### config.mk
export PLATFORM = sky130hd
export DESIGN_NAME = pixel_source_arbiter_flat
export DESIGN_NICKNAME = d
export VERILOG_FILES = /design/src/rtl/pixel_src_if.sv /design/src/rtl/pixel_source_arbiter.sv /design/src/flat_wrapper.sv
export SDC_FILE = /design/constraint.sdc
export NUM_CORES = 1
export LEC_CHECK = 0
export CORE_UTILIZATION = 39
export DETAILED_ROUTE_END_ITERATION = 10
export GPL_ROUTABILITY_DRIVEN = 0
export PLACE_DENSITY = 0.86
export SYNTH_ARGS = -nofsm -noshare
export SYNTH_HDL_FRONTEND = slang
export SYNTH_SLANG_ARGS = --single-unit
### constraint.sdc
create_clock -name clock -period 3.8 [get_ports clock]
set_clock_uncertainty 0.15 [all_clocks]
set_input_delay 0.38 -clock clock [delete_from_list [all_inputs] [get_ports clock]]
set_output_delay 0.38 -clock clock [all_outputs]
set_load 0.05 [all_outputs]
### src/rtl/pixel_src_if.sv
// Pixel-source bundle between the drawing FSMs, the arbiter and the VGA write port.
// master = environment (sources and VGA sink), slave = arbiter.
interface pixel_src_if #(
  parameter int NUM_SRC = 4,
  parameter int X_W     = 8,
  parameter int Y_W     = 7,
  parameter int C_W     = 3
);
  localparam int SEL_W = (NUM_SRC > 1) ? $clog2(NUM_SRC) : 1;

  logic [NUM_SRC-1:0]     src_valid;
  logic [NUM_SRC-1:0]     src_ready;
  logic [NUM_SRC*X_W-1:0] src_x;
  logic [NUM_SRC*Y_W-1:0] src_y;
  logic [NUM_SRC*C_W-1:0] src_color;
  logic                   force_en;
  logic [SEL_W-1:0]       force_sel;
  logic [X_W-1:0]         out_x;
  logic [Y_W-1:0]         out_y;
  logic [C_W-1:0]         out_color;
  logic                   out_plot;
  logic                   out_ready;
  logic [SEL_W-1:0]       out_src;
  logic                   owner_change;

  modport master (
    output src_valid, src_x, src_y, src_color, force_en, force_sel, out_ready,
    input  src_ready, out_x, out_y, out_color, out_plot, out_src, owner_change
  );

  modport slave (
    input  src_valid, src_x, src_y, src_color, force_en, force_sel, out_ready,
    output src_ready, out_x, out_y, out_color, out_plot, out_src, owner_change
  );
endinterface

### src/rtl/pixel_source_arbiter.sv
// N-way pixel-write arbiter: fixed-priority or round-robin grant with burst lock
// and forced-source override, feeding one registered plot beat to the VGA adapter.
module pixel_source_arbiter #(
  parameter int NUM_SRC    = 4,
  parameter int X_W        = 8,
  parameter int Y_W        = 7,
  parameter int C_W        = 3,
  parameter int MODE       = 0,
  parameter int LOCK_BEATS = 1
) (
  input logic        clock,
  input logic        reset,
  pixel_src_if.slave bus
);
  localparam int SEL_W = (NUM_SRC > 1) ? $clog2(NUM_SRC) : 1;
  localparam int LCW   = $clog2(LOCK_BEATS + 1);
  localparam logic [LCW-1:0]   LOCK_MAX = LCW'(LOCK_BEATS);
  localparam logic [SEL_W-1:0] LAST_IDX = SEL_W'(NUM_SRC - 1);

  logic [X_W-1:0]   out_x_q, out_x_d;
  logic [Y_W-1:0]   out_y_q, out_y_d;
  logic [C_W-1:0]   out_color_q, out_color_d;
  logic             out_plot_q, out_plot_d;
  logic [SEL_W-1:0] out_src_q, out_src_d;
  logic             owner_change_q, owner_change_d;
  logic [SEL_W-1:0] last_src_q, last_src_d;
  logic [LCW-1:0]   lock_cnt_q, lock_cnt_d;
  logic [SEL_W-1:0] rr_ptr_q, rr_ptr_d;

  logic               load_en;
  logic [NUM_SRC-1:0] cand;
  logic               hold_own;
  logic [SEL_W-1:0]   grant;
  logic               grant_vld;
  logic [NUM_SRC-1:0] src_ready;
  int                 idx;

  // Grant selection. last_src doubles as the lock owner.
  always_comb begin
    load_en = !out_plot_q || bus.out_ready;
    for (int i = 0; i < NUM_SRC; i++) begin
      cand[i] = bus.src_valid[i] && (!bus.force_en || int'(bus.force_sel) == i);
    end
    hold_own  = !bus.force_en && bus.src_valid[last_src_q] && (lock_cnt_q < LOCK_MAX);
    grant     = last_src_q;
    grant_vld = 1'b0;
    idx       = 0;
    if (hold_own) begin
      grant_vld = 1'b1;
    end else if (MODE == 0) begin
      // Descending scan so the lowest set index is the one left standing.
      for (int i = NUM_SRC - 1; i >= 0; i--) begin
        if (cand[i]) begin
          grant     = SEL_W'(i);
          grant_vld = 1'b1;
        end
      end
    end else begin
      for (int k = NUM_SRC; k >= 1; k--) begin
        idx = (int'(rr_ptr_q) + k) % NUM_SRC;
        if (cand[idx]) begin
          grant     = SEL_W'(idx);
          grant_vld = 1'b1;
        end
      end
    end
  end

  always_comb begin
    src_ready = '0;
    if (load_en && grant_vld) begin
      src_ready[grant] = 1'b1;
    end
  end

  always_comb begin
    out_x_d        = out_x_q;
    out_y_d        = out_y_q;
    out_color_d    = out_color_q;
    out_plot_d     = out_plot_q;
    out_src_d      = out_src_q;
    owner_change_d = owner_change_q;
    last_src_d     = last_src_q;
    lock_cnt_d     = lock_cnt_q;
    rr_ptr_d       = rr_ptr_q;
    if (load_en && grant_vld) begin
      out_x_d        = bus.src_x[int'(grant)*X_W +: X_W];
      out_y_d        = bus.src_y[int'(grant)*Y_W +: Y_W];
      out_color_d    = bus.src_color[int'(grant)*C_W +: C_W];
      out_plot_d     = 1'b1;
      out_src_d      = grant;
      owner_change_d = (grant != last_src_q);
      last_src_d     = grant;
      rr_ptr_d       = grant;
      if (grant != last_src_q) begin
        lock_cnt_d = LCW'(1);
      end else if (lock_cnt_q != LOCK_MAX) begin
        lock_cnt_d = lock_cnt_q + LCW'(1);
      end
    end else if (load_en) begin
      out_plot_d     = 1'b0;
      owner_change_d = 1'b0;
    end
  end

  // rr_ptr resets to the last index so source 0 is searched first.
  always_ff @(posedge clock or posedge reset) begin
    if (reset) begin
      out_x_q        <= '0;
      out_y_q        <= '0;
      out_color_q    <= '0;
      out_plot_q     <= 1'b0;
      out_src_q      <= '0;
      owner_change_q <= 1'b0;
      last_src_q     <= '0;
      lock_cnt_q     <= '0;
      rr_ptr_q       <= LAST_IDX;
    end else begin
      out_x_q        <= out_x_d;
      out_y_q        <= out_y_d;
      out_color_q    <= out_color_d;
      out_plot_q     <= out_plot_d;
      out_src_q      <= out_src_d;
      owner_change_q <= owner_change_d;
      last_src_q     <= last_src_d;
      lock_cnt_q     <= lock_cnt_d;
      rr_ptr_q       <= rr_ptr_d;
    end
  end

  assign bus.src_ready    = src_ready;
  assign bus.out_x        = out_x_q;
  assign bus.out_y        = out_y_q;
  assign bus.out_color    = out_color_q;
  assign bus.out_plot     = out_plot_q;
  assign bus.out_src      = out_src_q;
  assign bus.owner_change = owner_change_q;
endmodule

### src/flat_wrapper.sv
// flat-port wrapper written by rule: the top's interface ports become plain ports
module pixel_source_arbiter_flat 
#(
  parameter int NUM_SRC    = 4,
  parameter int X_W        = 8,
  parameter int Y_W        = 7,
  parameter int C_W        = 3,
  parameter int MODE       = 0,
  parameter int LOCK_BEATS = 1
)
  (clock, reset, bus_src_valid, bus_src_x, bus_src_y, bus_src_color, bus_force_en, bus_force_sel, bus_out_ready, bus_src_ready, bus_out_x, bus_out_y, bus_out_color, bus_out_plot, bus_out_src, bus_owner_change);
  pixel_src_if #(.NUM_SRC(NUM_SRC), .X_W(X_W), .Y_W(Y_W), .C_W(C_W)) bus_i ();
  input logic clock;
  input logic reset;
  input wire logic [$bits(bus_i.src_valid)-1:0] bus_src_valid;
  input wire logic [$bits(bus_i.src_x)-1:0] bus_src_x;
  input wire logic [$bits(bus_i.src_y)-1:0] bus_src_y;
  input wire logic [$bits(bus_i.src_color)-1:0] bus_src_color;
  input wire logic [$bits(bus_i.force_en)-1:0] bus_force_en;
  input wire logic [$bits(bus_i.force_sel)-1:0] bus_force_sel;
  input wire logic [$bits(bus_i.out_ready)-1:0] bus_out_ready;
  output wire logic [$bits(bus_i.src_ready)-1:0] bus_src_ready;
  output wire logic [$bits(bus_i.out_x)-1:0] bus_out_x;
  output wire logic [$bits(bus_i.out_y)-1:0] bus_out_y;
  output wire logic [$bits(bus_i.out_color)-1:0] bus_out_color;
  output wire logic [$bits(bus_i.out_plot)-1:0] bus_out_plot;
  output wire logic [$bits(bus_i.out_src)-1:0] bus_out_src;
  output wire logic [$bits(bus_i.owner_change)-1:0] bus_owner_change;
  assign bus_i.src_valid = bus_src_valid;
  assign bus_i.src_x = bus_src_x;
  assign bus_i.src_y = bus_src_y;
  assign bus_i.src_color = bus_src_color;
  assign bus_i.force_en = bus_force_en;
  assign bus_i.force_sel = bus_force_sel;
  assign bus_i.out_ready = bus_out_ready;
  assign bus_src_ready = bus_i.src_ready;
  assign bus_out_x = bus_i.out_x;
  assign bus_out_y = bus_i.out_y;
  assign bus_out_color = bus_i.out_color;
  assign bus_out_plot = bus_i.out_plot;
  assign bus_out_src = bus_i.out_src;
  assign bus_owner_change = bus_i.owner_change;
  pixel_source_arbiter #(.NUM_SRC(NUM_SRC), .X_W(X_W), .Y_W(Y_W), .C_W(C_W), .MODE(MODE), .LOCK_BEATS(LOCK_BEATS)) u_core (.clock(clock), .reset(reset), .bus(bus_i));
endmodule
==> results of run 1 <==
worst reg2reg max path, stage by stage, from the launching register on:
cell and delay [ps]:
dfrtp_1 600, mux2i_1 360, o22ai_4 150, o21bai_1 200, and2_4 310, buf_4 420, mux2i_1 260, o221ai_1 140
per-stage QoR:
stage / hold WS, ps / util
5_1_grt: 371 / 0.684
3_5_place_dp: 321 / 0.673
4_1_cts: 346 / 0.684
2_1_floorplan: 232 / -
6_report: 340 / 0.684
3_3_place_gp: 320 / 0.673
logic make-up after synthesis:
kind of cell | Yosys count
AOI/OAI and AO/OA | 44
buffers and inverters | 17
muxes | 38
DFF | 23
and+or+nand+nor | 47
layout make-up:
| cell class | count | area, sq um | area share |
|---|---|---|---|
| tap | 50 | 62.6 | 0.0227 |
| clock inverter | 1 | 5.00 | 0.00181 |
| clock buffer | 3 | 41.3 | 0.0150 |
| timing repair buffer | 111 | 1090 | 0.396 |
| inverter | 6 | 22.5 | 0.00817 |
| sequential | 23 | 576 | 0.209 |
| multi-input combinational | 129 | 960 | 0.348 |
placed cells by master, fill, tap and decap left out, drive strengths merged, types with 2 or more instances in the layout:
cell type	Yosys	layout
dfrtp	23	23
o221ai	17	17
a21oi	5	5
nor3b	2	2
mux2i	38	38
nor2	7	7
or3	2	2
clkbuf	5	3
clkdlybuf4s50	0	103
o21ai	7	7
nor2b	3	3
nand2	24	24
nand2b	4	4
inv	6	6
buf	6	8
o21bai	4	4
synthesized netlist by cell type (2+ instances only):
cell type | count | share of area
a21oi_1 | 5 | 0.015
buf_12 | 3 | 0.036
buf_2 | 2 | 0.0061
clkbuf_1 | 5 | 0.011
dfrtp_1 | 23 | 0.35
inv_1 | 6 | 0.014
mux2i_1 | 38 | 0.23
nand2_1 | 24 | 0.055
nand2b_1 | 4 | 0.015
nor2_1 | 7 | 0.016
nor2b_1 | 3 | 0.011
nor3b_1 | 2 | 0.0091
o21ai_0 | 5 | 0.015
o21ai_1 | 2 | 0.0061
o21bai_1 | 4 | 0.018
o221ai_1 | 16 | 0.085
or3_1 | 2 | 0.0076
flip-flops by register name, summed over array words and instances, names as in the netlist:
name / count
u_core.bus.out_src: 2
u_core.lock_cnt_q: 1
u_core.bus.out_x: 8
u_core.bus.out_y: 7
u_core.bus.out_plot: 1
u_core.bus.owner_change: 1
u_core.bus.out_color: 3
path summary, 6_finish.rpt:
path / start / to / cells after the start
max: bus_force_en / bus_src_ready[1] / 8
min: u_core.lock_cnt_q$_DFFE_PP0P_ / u_core.lock_cnt_q$_DFFE_PP0P_ / 1
max reg2reg: u_core.bus.out_src[0]$_DFFE_PP0P_ / u_core.bus.out_color[2]$_DFFE_PP0P_ / 7
min reg2reg: u_core.lock_cnt_q$_DFFE_PP0P_ / u_core.lock_cnt_q$_DFFE_PP0P_ / 1
max in group asynchronous: reset / u_core.lock_cnt_q$_DFFE_PP0P_ / 2
min in group asynchronous: reset / u_core.bus.owner_change$_DFFE_PP0P_ / 2
power by group:
| part | internal [mW] | leakage (nW) | switching, mW |
|---|---|---|---|
| clock | 0.0733 | 0.0255 | 0.0855 |
| sequential | 0.306 | 0.276 | 0.0462 |
| combinational | 0.288 | 0.850 | 0.408 |
| total | 0.667 | 1.15 | 0.540 |
layer usage:
| layer | GRT usage | up-vias |
|---|---|---|
| li1 | - | 839 |
| met1 | 0.269 | 816 |
| met2 | 0.370 | 70 |
| met3 | 0.0548 | 4 |
| met4 | 0.0638 | 0 |
| met5 | 0 | - |
==> flow_summary.yaml, run 1 <==
status:
  status: "completed"
clock_network:
  cts-htree-levels: 1
  cts_buffer_depth: 2
  cts_made_buffers: 3
  clk_pin_slew_worst_paths_ps: 90
  post_cts_buffers: 0
  hold_buffers: 0
  clock_latency_ps: 260
  cts_sinks: 23
  cts-root-buf: "clkbuf_8"
  cts_tree: "built"
  cts_resized: 0
drt:
  drtAntennaViolNets: 0
  post-route-drc-count: 0
  top_layer: "met4"
  post_drt_wl_per_cell_microns: 15.2
  drtPass1Iterations: 4
  route.met2.wl_microns: 2350
  drt_iter0_drc: 33
  routed_wl_microns: 4900
  dr_wl_met3_microns: 436
  routed_via_density: 5.35
  num_vias: 1729
  wl_met1_microns: 2080
worst_setup_path:
  critPathMaxStageDelay_ps: 530
  critPathBufInv: 2
  crit_family: "simple AND/OR/NAND/NOR gates"
  r2r_slack_ps: 1100
  critical_path_class: "input pin to primary output"
  critPathMaxFanout: 9
  critPathRequiredTime_ps: 3270
  cp-start-kind: "input pin"
  endpoint_kind: "primary output"
  cp_cell_sequence: "clkdlybuf4s50_1 > or3_1 > o22ai_4 > a21oi_1 > a22oi_1 > nand2b_1 > nor2_1 > buf_4"
  crit_path_top_delay_cell: "clkdlybuf4s50_1"
  cp.arrival_ps: 2550
hold_path:
  hold_path.class: "flip-flop to flip-flop"
grt:
  grt_pass1_vias: 1645
  antenna_found_initial: 0
  grt_max_degree: 25
  grt_pass1_wl_microns: 7440
  grtUsageTotal: 0.218
  grt_overflow: 0
job:
  max-cap-violations: 0
synth:
  synthXorXnorAreaFrac: 0
  synth_compound_area_frac: 0.211
  syn_area_per_cell_sq_um: 9.77
  async_flop_share: 1.00
  synth_edf_count: 0
  synthMuxAreaShare: 0.230
  ys_seq_elements: 23
  synth_simple_gate_area_frac: 0.138
  synth_ff_type: "dfrtp_1"
  synth_fp_nets: 251
  synth_top_family_by_area: "multiplexers"
  synth_fa_ha_area_frac: 0
  synth_area_sq_um: 1650
  yosys_warnings: 0
  synth_cell_types: 35
  syn-instance-count: 169
  yosysSeqAreaShare: 0.349
floorplan:
  num_io_pins: 108
  die_h_microns: 67.1
  rows: 23
  start_util: 0.410
  core_area_sq_um: 4030
  dieArea_sq_um: 4500
  die_w_microns: 67.1
placed_design:
  io_buffer_count: 107
  dp_slack_ps: 604
  placed_area_sq_um: 2710
  dp_cells: 319
  dpl.hpwl_microns: 3690
sta:
  setup_viol: 0
  tightest_slew_ps: 931
  setup_ws_ps: 719
  hold_violations: 0
  fmax_mhz: 325
  slew_headroom: 0.378
  min_period_over_period: 0.811
  drv_slew: 0
  rsz0062_at_grt: "false"
  tns_ps: 0
  fin_crit_ps: 3080
cells_and_area:
  drive_above_1_share: 0.0586
  nNetsFinal: 356
  finalInstanceArea_sq_um: 2760
  area_growth_pct: 67.1
  final_cell_count_no_fill: 323
  nFillCells: 338
  num_antenna_cells: 0
power_and_ir_drop:
  power.density_nw_per_um2: 437
  total_power_mw: 1.21
  vdd_ir_drop_max_mv: 0.226
  p_leak_nw: 1.15
Power figures use the tool's default switching activity.
==> run 2, diff against run 1 <==
CORE_UTILIZATION = 36   (was 39)
PLACE_DENSITY = 0.8   (was 0.86)
clock period = 2.9 ns   (was 3.8 ns; I/O delays follow)
==> flow_summary.yaml, run 2 (synthesis gave the netlist of run 1 again) <==
sta:
  slew_headroom: 0.408
  fmax_mhz: 373
  setup_ws_ps: 221
  hold_violations: 0
  fin_crit_ps: 2680
  tightest_slew_ps: 887
  min_period_over_period: 0.924
  rsz0062_at_grt: "false"
  tns_ps: 0
  setup_viol: 0
  drv_slew: 0
clock_network:
  cts_resized: 0
  clk_pin_slew_worst_paths_ps: 80
  cts-root-buf: "clkbuf_8"
  cts_buffer_depth: 2
  cts_sinks: 23
  hold_buffers: 0
  cts_tree: "built"
  clock_latency_ps: 260
  cts-htree-levels: 1
  cts_made_buffers: 3
  post_cts_buffers: 0
floorplan:
  die_w_microns: 69.7
  num_io_pins: 108
  core_area_sq_um: 4380
  dieArea_sq_um: 4860
  die_h_microns: 69.7
  rows: 24
  start_util: 0.376
placed_design:
  io_buffer_count: 107
  dp_slack_ps: 174
  dpl.hpwl_microns: 3790
  placed_area_sq_um: 2780
hold_path:
  hold_start: "u_core.bus.out_y[4]$_DFFE_PP0P_"
  hold_path.class: "flip-flop to flip-flop"
  holdPathStages: 2
  worstHoldEndpoint: "u_core.bus.out_y[4]$_DFFE_PP0P_"
power_and_ir_drop:
  combPwrFrac: 0.585
  p_sw_uw: 697
  p_leak_nw: 1.18
  pwr-share-clk: 0.125
  power.density_nw_per_um2: 563
  intPower_uw: 895
  pwr-share-seq: 0.290
  switching_share: 0.438
  vdd_ir_drop_max_mv: 0.368
grt:
  grt_max_degree: 24
  antenna_found_initial: 0
  grt_pass1_vias: 1719
  grt_overflow: 0
  grt_pass1_wl_microns: 8090
  grtUsageTotal: 0.202
worst_setup_path:
  reg2reg_to: "u_core.bus.out_x[3]$_DFFE_PP0P_"
  critPathRequiredTime_ps: 2460
  cp-start-kind: "flip-flop"
  cp.arrival_ps: 2240
  endpoint_kind: "primary output"
  r2r-start: "u_core.bus.out_src[0]$_DFFE_PP0P_"
  r2r_cells: 7
  r2r_slack_ps: 450
  critical_path_class: "flip-flop to primary output"
  critPathMaxFanout: 12
drt:
  routed_via_density: 5.18
  post_drt_wl_per_cell_microns: 14.6
  routed_wl_microns: 4800
  post-route-drc-count: 0
  drtPass1Iterations: 4
  drtAntennaViolNets: 0
  num_vias: 1705
  drt_iter0_drc: 49
cells_and_area:
  layout_commonest_cell: "clkdlybuf4s50_1"
  nNetsFinal: 360
  layout_common_cells: "clkdlybuf4s50_1 (103), mux2i_1 (38), nand2_1 (24)"
  drive_above_1_share: 0.0686
  area_growth_pct: 71.3
  largest_register_ffs: 8
  num_antenna_cells: 0
  finalInstanceArea_sq_um: 2830
  nFillCells: 385
status:
  status: "completed"
job:
  max-cap-violations: 0
run 2: cell types whose count changed in the layout (fill, tap and decap cells not counted), sizes merged:
cell,delta
buf,+4
clkbuf,+1
clkinv,-1
run 2: area by class of cell:
cell class / count / area [sq um] / share of cell area
repair buffers: 115 / 1160 / 0.410
flip-flops and latches: 23 / 576 / 0.204
clock buffers: 4 / 45.0 / 0.0159
well taps: 52 / 65.1 / 0.0230
inverters: 6 / 22.5 / 0.00797
multi-input cells: 129 / 960 / 0.340
run 2: worst max-delay path by stage:
stage / startpoint / endpoint / slack (ps) / depth (start not counted)
6_report: u_core.bus.out_src[0]$_DFFE_PP0P_ / bus_src_ready[2] / 220 / 7
5_1_grt: bus_force_en / bus_src_ready[3] / 10 / 9
4_1_cts: u_core.bus.out_src[0]$_DFFE_PP0P_ / bus_src_ready[2] / 200 / 7
3_5_place_dp: bus_force_en / u_core.bus.out_x[3]$_DFFE_PP0P_ / 170 / 8
3_3_place_gp: bus_force_en / bus_src_ready[1] / 230 / 9
2_1_floorplan: u_core.bus.out_src[0]$_DFFE_PP0P_ / bus_src_ready[2] / -110 / 8
run 2: worst max-delay path: stages (launching register included):
cell      delay [ps]
dfrtp_1          590
mux2i_1          340
o22ai_4          140
o21bai_1         210
and2_4           270
inv_1             70
nor2_1           180
buf_12           160
run 2: per-stage QoR:
stage | cells | utilization | hold slack, ps | power [mW]
2_1_floorplan | 169 | - | 142 | 1.05
3_3_place_gp | 325 | 0.634 | 319 | 1.39
3_5_place_dp | 325 | 0.634 | 325 | 1.41
4_1_cts | 329 | 0.645 | 351 | 1.61
5_1_grt | 329 | 0.645 | 368 | 1.68
6_report | 329 | 0.645 | 347 | 1.59
run 2: per-layer routing:
metal  part of all wire  routed length [microns]  vias up  global-route usage
li1                   -                        -      845                   -
met1               0.43                     2080      795               0.258
met2               0.49                     2360       61               0.350
met3              0.066                      317        4              0.0422
met4             0.0083                       40        0              0.0467
met5                  0                        0        -                   0
run 2: power groups by stage:
| stage | combinational (mW) | sequential [mW] | clock (mW) |
|---|---|---|---|
| 3_3_place_gp | 0.929 | 0.464 | 0 |
| 4_1_cts | 0.941 | 0.462 | 0.208 |
| 6_report | 0.931 | 0.462 | 0.199 |
| 2_1_floorplan | 0.315 | 0.739 | 0 |
| 3_5_place_dp | 0.940 | 0.467 | 0 |
| 5_1_grt | 0.985 | 0.474 | 0.224 |
==> run 3, diff against run 2 <==
==> constraint.sdc (replaced) <==
create_clock -name clock -period 2.9 [get_ports clock]
set_clock_uncertainty 0.15 [all_clocks]
set_input_delay 0.58 -clock clock [delete_from_list [all_inputs] [get_ports clock]]
set_output_delay 0.58 -clock clock [all_outputs]
set_load 0.05 [all_outputs]
==> flow_summary.yaml, run 3 (synthesis gave the netlist of run 1 again) <==
status:
  status: "completed"
placed_design:
  io_buffer_count: 107
  placed_area_sq_um: 2880
  dpl.hpwl_microns: 3870
clock_network:
  cts-htree-levels: 1
  cts-root-buf: "clkbuf_8"
  cts_made_buffers: 3
  clock_latency_ps: 260
  clk_pin_slew_worst_paths_ps: 90
  hold_buffers: 0
  cts_sinks: 23
  cts_buffer_depth: 2
  cts_tree: "built"
worst_setup_path:
  cp-start-kind: "input pin"
  cp.arrival_ps: 2100
  critPathBufInv: 3
  critPathRequiredTime_ps: 2170
  critPathMaxStageDelay_ps: 420
  critPathMaxFanout: 9
  crit_family: "simple AND/OR/NAND/NOR gates"
  crit_cells: 8
  r2r_cells: 8
  crit_path_top_delay_cell: "or3_4"
  cp_cell_sequence: "buf_2 > or3_4 > o22ai_4 > nand2b_4 > and2_4 > inv_2 > nor2_4 > buf_6"
  critical_path_class: "input pin to primary output"
  endpoint_kind: "primary output"
cells_and_area:
  drive_above_1_share: 0.185
  area_growth_pct: 82.7
  finalInstanceArea_sq_um: 3020
  layout_common_cells: "clkdlybuf4s50_1 (96), mux2i_1 (36), nand2_1 (23), buf_4 (23), dfrtp_1 (21)"
  nNetsFinal: 375
  largest_register_ffs: 8
  num_antenna_cells: 0
  layout_commonest_cell: "clkdlybuf4s50_1"
grt:
  grt_pass1_vias: 1826
  antenna_found_initial: 0
  grtUsageTotal: 0.213
  grt_overflow: 0
  grt_max_degree: 23
  grt_pass1_wl_microns: 8360
sta:
  rsz0062_at_grt: "true"
  setup_viol: 0
  fin_crit_ps: 2830
  hold_violations: 0
  fmax_mhz: 354
  slew_headroom: 0.648
  hold_ws_ps: 341
  tns_ps: 0
  tightest_slew_ps: 527
  drv_slew: 0
  min_period_over_period: 0.975
power_and_ir_drop:
  vdd_ir_drop_max_mv: 0.269
  power.density_nw_per_um2: 546
  p_leak_nw: 1.27
  total_power_mw: 1.65
drt:
  drt_iter0_drc: 36
  drtPass1Iterations: 4
  routed_wl_microns: 5100
  routed_via_density: 5.24
  num_vias: 1803
  drtAntennaViolNets: 0
  post_drt_wl_per_cell_microns: 14.8
  post-route-drc-count: 0
floorplan:
  dieArea_sq_um: 4860
  start_util: 0.376
  core_area_sq_um: 4380
  num_io_pins: 108
  die_h_microns: 69.7
  rows: 24
  die_w_microns: 69.7
job:
  max-cap-violations: 0
hold_path:
  hold_path.class: "flip-flop to flip-flop"
  holdPathStages: 2
[run 3: cell types whose count changed in the layout (fill, tap and decap cells not counted), moves of 3 or more]
cell | before | now
nor2_4 | 0 | 4
clkdlybuf4s50_1 | 103 | 96
buf_12 | 3 | 0
buf_6 | 0 | 4
dlygate4sd2_1 | 0 | 5
nor2_1 | 7 | 3
buf_4 | 9 | 23
[run 3: worst paths after layout]
kind                            slack [ps]                         startpoint                              end
worst max-delay path                    70                       bus_force_en                 bus_src_ready[3]
worst min-delay path                   340    u_core.bus.out_x[6]$_DFFE_PP0P_  u_core.bus.out_x[6]$_DFFE_PP0P_
worst max register to register         330  u_core.bus.out_src[1]$_DFFE_PP0P_  u_core.bus.out_x[2]$_DFFE_PP0P_
worst min register to register         340    u_core.bus.out_x[6]$_DFFE_PP0P_  u_core.bus.out_x[6]$_DFFE_PP0P_
max in group asynchronous             1570                              reset  u_core.bus.out_y[6]$_DFFE_PP0P_
min in group asynchronous              490                              reset  u_core.bus.out_x[0]$_DFFE_PP0P_
[run 3: cell type report]
| cell class | instances | area (sq um) |
|---|---|---|
| clock buffer | 3 | 41.3 |
| clock inverter | 1 | 5.00 |
| fill | 358 | 1370 |
| inverter | 6 | 22.5 |
| multi-input combinational | 129 | 1070 |
| sequential | 23 | 578 |
| tap | 52 | 65.1 |
| timing repair buffer | 130 | 1240 |
[run 3: through the flow]
stage                     setup WS (ps)  utilization  std cells
after floorplan                    35.4            -        169
after global placement             -387        0.657        339
after detailed placement           -421        0.657        339
after CTS                          92.5        0.688        344
after global routing             -0.164        0.688        344
final                              73.5        0.688        344
[run 3: metal layers]
layer / share of wire / global-route usage / vias to the layer above
met5: 0 / 0 / -
met4: 0.014 / 0.0711 / 0
met3: 0.067 / 0.0451 / 8
met2: 0.51 / 0.379 / 75
met1: 0.41 / 0.256 / 843
li1: - / - / 877
[run 3: repair_timing]
item / 4_1_cts / 5_1_grt
pin swaps: 2 / 0
gates resized for setup: 32 / 1
setup buffers: 1 / 0
endpoints found under the setup margin: 13 / 3
[run 3: power by group]
part | leakage, nW | switching (mW) | internal (mW) | total, mW
Sequential | 0.274 | 0.0600 | 0.402 | 0.462
Combinational | 0.975 | 0.559 | 0.423 | 0.981
Clock | 0.0255 | 0.108 | 0.0960 | 0.204
[run 3: worst register-to-register path: stages (launching register included)]
cell      delay (ps)
dfrtp_2          470
or3_4            400
o22ai_4          240
nand2b_4         170
and2_4           180
buf_4            140
buf_4            280
mux2i_1          250
o221ai_1         140
